[config.mk]
export PLATFORM = sky130hd
export DESIGN_NAME = quad_step_decoder
export DESIGN_NICKNAME = d
export VERILOG_FILES = /design/src/rtl/quad_step_decoder.sv
export SDC_FILE = /design/constraint.sdc
export NUM_CORES = 1
export LEC_CHECK = 0
export CORE_MARGIN = 2
export CORE_UTILIZATION = 61
export CTS_BUF_LIST = sky130_fd_sc_hd__clkbuf_2 sky130_fd_sc_hd__clkbuf_4 sky130_fd_sc_hd__clkbuf_8
export DETAILED_ROUTE_END_ITERATION = 8
export MAX_ROUTING_LAYER = met4
export PLACE_DENSITY_LB_ADDON = 0.2
export REMOVE_ABC_BUFFERS = 1
export SYNTH_ARGS = -nofsm -noshare
export SYNTH_HDL_FRONTEND = slang
export SYNTH_SLANG_ARGS = --single-unit
[constraint.sdc]
create_clock -name clk -period 4 [get_ports clk]
set_input_delay 0.4 -clock clk [delete_from_list [all_inputs] [get_ports clk]]
set_output_delay 0.4 -clock clk [all_outputs]
set_load 0.03 [all_outputs]
[src/rtl/quad_step_decoder.sv]
// Quadrature step decoder: synchronises and glitch-filters the raw A/B encoder
// phases, tracks the Gray-coded phase and emits a one-cycle en pulse per valid
// quarter-step with dir giving the direction. Double-phase jumps pulse err.
module quad_step_decoder #(
    parameter int unsigned FILT_LEN = 3
) (
    input  logic       clk,
    input  logic       rst,
    input  logic       a,
    input  logic       b,
    output logic       en,
    output logic       dir,
    output logic       err,
    output logic [1:0] phase
);

    typedef enum logic {
        INIT,
        TRACK
    } state_t;

    localparam logic [3:0] CNT_LAST  = 4'(FILT_LEN - 1);
    localparam logic [4:0] INIT_LAST = 5'(FILT_LEN + 1);

    state_t     state;
    state_t     state_nxt;
    logic [4:0] icnt;
    logic [4:0] icnt_nxt;
    logic [1:0] s1;
    logic [1:0] s2;
    logic [1:0] phase_q;
    logic [3:0] cnt;
    logic       step_up;
    logic       step_dn;
    logic       jump;
    logic [1:0] pos_now;
    logic [1:0] pos_old;
    logic [1:0] delta;

    // Two-flop synchroniser for both raw phases
    always_ff @(posedge clk or negedge rst) begin
        if (!rst) begin
            s1 <= '0;
            s2 <= '0;
        end else begin
            s1 <= {a, b};
            s2 <= s1;
        end
    end

    // State register and INIT-length counter
    always_ff @(posedge clk or negedge rst) begin
        if (!rst) begin
            state <= INIT;
            icnt  <= '0;
        end else begin
            state <= state_nxt;
            icnt  <= icnt_nxt;
        end
    end

    // Next state: INIT lasts FILT_LEN+2 cycles, TRACK holds until reset
    always_comb begin
        state_nxt = state;
        icnt_nxt  = icnt;
        if (state == INIT) begin
            icnt_nxt = icnt + 5'd1;
            if (icnt == INIT_LAST) begin
                state_nxt = TRACK;
            end
        end
    end

    // Phase filter; in INIT both phase and phase_q follow s2 directly so that
    // the first TRACK decode sees no difference for any FILT_LEN
    always_ff @(posedge clk or negedge rst) begin
        if (!rst) begin
            phase   <= '0;
            phase_q <= '0;
            cnt     <= '0;
        end else if (state == INIT) begin
            phase   <= s2;
            phase_q <= s2;
            cnt     <= '0;
        end else begin
            phase_q <= phase;
            if (s2 == phase) begin
                cnt <= '0;
            end else if (cnt == CNT_LAST) begin
                phase <= s2;
                cnt   <= '0;
            end else begin
                cnt <= cnt + 4'd1;
            end
        end
    end

    // Gray-to-binary position difference: +1 = down sequence, -1 = up sequence
    always_comb begin
        pos_now = {phase[1], phase[1] ^ phase[0]};
        pos_old = {phase_q[1], phase_q[1] ^ phase_q[0]};
        delta   = pos_now - pos_old;
        step_up = 1'b0;
        step_dn = 1'b0;
        jump    = 1'b0;
        if (state == TRACK) begin
            case (delta)
                2'd3:    step_up = 1'b1;
                2'd1:    step_dn = 1'b1;
                2'd2:    jump    = 1'b1;
                default: ;
            endcase
        end
    end

    // Registered step/error outputs; dir only moves on a valid step
    always_ff @(posedge clk or negedge rst) begin
        if (!rst) begin
            en  <= 1'b0;
            err <= 1'b0;
            dir <= 1'b0;
        end else begin
            en  <= step_up | step_dn;
            err <= jump;
            if (step_up | step_dn) begin
                dir <= step_up;
            end
        end
    end

endmodule

[Yosys cells after proc, flatten, opt, wreduce, memory -nomap -nowiden]
Cells that the tools add are included.
Storage, ports and cells
  register bits: 21
  latch bits: 0
  bits in writable memories: 0
  ROM bits: 0
  input port bits: 4
  output and inout bits: 5
  logic and storage cells: 40
  memories kept: 0
Cells by class
  $add $sub $neg: 3
  multiply operators: 0
  divide/modulo/power cells: 0
  magnitude comparators: 0
  equality and inequality tests: 8
  shifts and indexed selects: 0
  muxes and demuxes: 15
  bitwise gates (word level): 3
  reduce and logical (&&, ||, !) cells: 1
Operator list (number)
  $mux W4: 3
  $mux W1: 8
  $mux W2: 4
  $add A5 B1 Y5 const B: 1
  $eq A5 B3 Y1 const B: 1
  $add A4 B1 Y4 const B: 1
  $eq A2 B2 Y1 const B: 2
  $eq A4 B2 Y1 const B: 1
  $eq A2 B1 Y1 const B: 1
  $eq A2 B2 Y1: 1
  $ne A2 B1 Y1 const B: 1
  $ne A2 B2 Y1 const B: 1
  $reduce_and A2 Y1: 1
  $sub A2 B2 Y2: 1
  $xor A1 B1 Y1: 2
  $or A1 B1 Y1: 1

[Longest topological paths before layout]
  depth in word-level cells: 6
  gate-level depth with buffers: 5

[Least setup slack after synthesis]
OpenSTA, ideal clock, no wires.
  path kind: register to register
  from: register phase[1]
  to: register dir
  library setup time: 125 ps
  arrival time: 1482 ps
  data required time: 3875 ps
  path slack: 2393 ps
  cell stages (with the launch flop): 5
  path buffers: 0
  clock period less this slack: 1607 ps
  path through: dfrtp_1 > xnor2_1 > ha_1 > nor2b_1 > mux2_4
Between the ends
  word-level cells in the longest chain between the ends: 6
  elaborated cells on any way between the ends: 9
RTL lines
  from (decl): line 14  | output logic [1:0] phase
  from (signal assigned): line 78  | phase <= '0;
  from (signal assigned): line 82  | phase <= s2;
  from (signal assigned): line 90  | phase <= s2;
  $xor A1 B1 Y1: line 100  | pos_now = {phase[1], phase[1] ^ phase[0]};
  $sub A2 B2 Y2 *: line 102  | delta = pos_now - pos_old;
  $eq A2 B2 Y1 or $eq A2 B1 Y1 (tied branches): line 107  | case (delta)
  $mux W1: line 107
  $mux W1: line 106  | if (state == TRACK) begin
  $or A1 B1 Y1: line 125  | if (step_up | step_dn) begin
  to (signal assigned): line 126  | dir <= step_up;
  to (decl): line 12  | output logic dir,
Mark *: on every way between the ends. The rest lies on a longest branch, timed or not.
A chain may end at the register's enable or synchronous reset.

[Worst setup path after layout]
  from: register phase[1]
  to: output phase[1]
No word-level cell between the ends.

==> impl_metrics.tcl <==
set metrics [dict create \
    status "finished clean" \
    detail-route-antenna-nets 0 \
    crit_path_start_kind "flip-flop" \
    critPathCaptureType "primary output" \
    globalRouteTotalUtil_pct 17.5 \
    slew_violations 0 \
    post-route-period-util_pct 47.3 \
    pin_count_of_the_biggest_net_entering_global_routing 22 \
    cts.root.buffer_cell "sky130_fd_sc_hd__clkbuf_4" \
    num-fill-cells 80 \
    areaGrowthSynthToFinish_pct 13.5 \
    total_via_count_after_detailed_routing 477 \
    cts_tree "built" \
    floorplan.initialDensity_pct 66.8 \
    dpl.cell_count 88 \
    synthesis.instances 66 \
    antenna_found_initial 0 \
    clk_pin_slew_ps 110 \
    path_delay_family "buffers and inverters" \
    sequentialPowerShare_pct 41.7 \
    yosys-mux-area-fraction_pct 8.11 \
    power_per_cell_area_nw_per_um2 780 \
    finalWirelength_um 1170 \
    cp_cell_sequence "clkdlybuf4s50_1" \
    cts.repair_timing.setup_buffer_count 0 \
    crit_path_max_fanout 6 \
    cap_violations 0 \
    globalRoute.totalOverflow 0 \
    worst-endpoint-arrival_ps 1490 \
    synthDistinctLibCells 18 \
    drt_pass1_iterations 4 \
    cp_data_required_time_ps 3600 \
    max_slew.worst_pin.slew_ps 875 \
    rows 13 \
    num-nets-final 87 \
    first_global_vias 484 \
    synth_top_family_by_area "XOR/XNOR gates" \
    vdd.ir_drop.worst_v 0.000410 \
    intPower_mw 0.501 \
    floorplan.die_area_um2 1760 \
    die_width_um 42.0 \
    number_of_drc_violations_after_detailed_routing 0 \
    mean_routed_wirelength_per_cell_um 12.8 \
    critPathBufInv 1 \
    numClockSinks 21 \
    final_common_cell "sky130_fd_sc_hd__dfrtp_1" \
    crit_slowest_cell "sky130_fd_sc_hd__clkdlybuf4s50_1" \
    post-dp-hpwl_um 890 \
    yosys_register_bits 21 \
    clkLatencyLatePin_ps 290 \
    synth_compound_gate_area_share_pct 2.70 \
    count_of_synthesis_stage_warnings_from_yosys 0 \
    htreeDepth 1 \
    cts_max_path_buffers 2 \
    cts_hold_repair.buffers 0 \
    synth_adder_area_share_pct 7.11 \
    globalplace.congestion 0.759 \
    share_clk_of_total_power_pct 12.4 \
    finish.instance_area_um2 998 \
    tritoncts.num_buffers 3 \
    avgViaCountPerCell 5.18 \
    path_class "flip-flop to primary output" \
    total_switching_power_mw 0.278 \
    p_sw_share_pct 35.7 \
    finalPower_mw 0.779 \
    hold_viol 0 \
    cp_slowest_stage_delay_ps 710 \
    drt_first_iter_violations 10 \
    syn-cell-area_um2 880 \
    clock.fmax_ghz 0.529 \
    leakagePower_nw 0.448 \
    numPortBuffers 8 \
    mostFrequentLayoutCells "sky130_fd_sc_hd__dfrtp_1, sky130_fd_sc_hd__clkdlybuf4s50_1, sky130_fd_sc_hd__xnor2_1, sky130_fd_sc_hd__mux2_2, sky130_fd_sc_hd__ha_1" \
    finalSetupTns_ps 0 \
    portion_of_the_post_synthesis_area_used_by_sequential_elements_pct 59.7 \
    timing.final.setup_violations 0 \
    combinational_power_share_pct 45.8 \
    global_route_wire_length_before_repair_um 2180 \
    synth-simple-area-share_pct 9.25 \
    core_area_um2 1320 \
    placed_area_um2 971 \
    chipHeight_um 42.0 \
    layout-drive-gt1-share_pct 14.3 \
    final_cell_count_no_fill 92 \
    reg2reg_setup_slack_ps 2450 \
    finalClockSkew_ps 1.57 \
    design.portCount 9 \
    avgSynthCellArea_um2 13.3 \
    hold_path_class "flip-flop to flip-flop" \
    rsz_0062_raised_after_global_routing "false" \
    final_period_minus_worst_setup_slack_ps 1890 \
    synth_xor_xnor_area_share_pct 11.0 \
    insertedDiodeCount 0 \
    slew-limit-headroom_pct 41.5 \
    postCtsResizedCells 0 \
]
-- registers in the layout, summed over array words and instances, names as in the netlist --
signal	count
s1	2
err	1
icnt	5
dir	1
state	1
cnt	4
phase	2
phase_q	2
en	1
s2	2
-- cell usage after synthesis --
master | number | area share (%)
sky130_fd_sc_hd__a31o_2 | 1 | 1.0
sky130_fd_sc_hd__inv_1 | 3 | 1.3
sky130_fd_sc_hd__nor2_1 | 3 | 1.3
sky130_fd_sc_hd__o21ai_1 | 2 | 1.1
sky130_fd_sc_hd__dfrtp_1 | 21 | 60
sky130_fd_sc_hd__xor2_1 | 4 | 4.0
sky130_fd_sc_hd__nand2b_1 | 3 | 2.1
sky130_fd_sc_hd__nand3b_1 | 1 | 0.85
sky130_fd_sc_hd__xnor2_1 | 7 | 7.0
sky130_fd_sc_hd__a21oi_1 | 1 | 0.57
sky130_fd_sc_hd__mux2_2 | 5 | 6.4
sky130_fd_sc_hd__buf_4 | 1 | 0.85
sky130_fd_sc_hd__mux2_4 | 1 | 1.7
sky130_fd_sc_hd__and3_1 | 1 | 0.71
sky130_fd_sc_hd__nand3_1 | 3 | 1.7
sky130_fd_sc_hd__ha_1 | 5 | 7.1
sky130_fd_sc_hd__nor3_1 | 2 | 1.1
sky130_fd_sc_hd__nor2b_1 | 2 | 1.4
-- cells by family (layout without fill, tap and decap cells) --
kind of cell | count (synthesis) | in the layout
multiplexers | 6 | 6
XOR/XNOR | 11 | 11
adder cells (fa/ha/maj) | 5 | 5
flip-flops | 21 | 21
AO/OA/AOI/OAI | 4 | 4
AND/OR/NAND/NOR | 15 | 15
buffers and inverters | 4 | 15
-- through the flow --
step | util (%) | hold slack [ps] | worst slack [ps]
after detailed placement | 73.7 | 336 | 2430
final | 75.8 | 363 | 2110
after CTS | 75.8 | 362 | 2100
after global routing | 75.8 | 371 | 2020
after floorplan | - | 104 | 2390
after global placement | 73.7 | 334 | 2470
-- final cells by class --
cell class              instances  area [µm²]  share of cell area (%)
inverters                       3        11.3                    1.13
clock buffers                   3        22.5                    2.26
well taps                      15        18.8                    1.88
multi-input cells              41         335                    33.6
flip-flops and latches         21         526                    52.6
repair buffers                  8        80.1                    8.02
clock inverters                 1        5.00                   0.501
-- worst paths after layout --
check,startpoint,endpoint,cells after the start
setup / recovery,phase[1],phase[1],1
setup reg to reg,phase[1],dir,4
min in group asynchronous,rst,phase_q[0],1
max in group asynchronous,rst,icnt[0],1
hold / removal,s1[0],s2[0],0
hold reg to reg,s1[0],s2[0],0
-- power groups by stage --
| stage | logic, mW | registers, mW | clock network, mW |
|---|---|---|---|
| final | 0.357 | 0.325 | 0.0970 |
| after floorplan | 0.220 | 0.369 | 0 |
| after detailed placement | 0.363 | 0.332 | 0 |
| after global placement | 0.352 | 0.324 | 0 |
| after CTS | 0.363 | 0.327 | 0.0990 |
| after global routing | 0.399 | 0.334 | 0.111 |
-- per-layer routing --
layer	wire length (µm)	track usage (%)	part of all wire, %
met5	0	-	0
met4	12	5.81	1.0
met3	50	5.60	4.3
met2	531	26.6	45
met1	579	22.4	49
No activity file was read; power rests on OpenSTA's default activity.
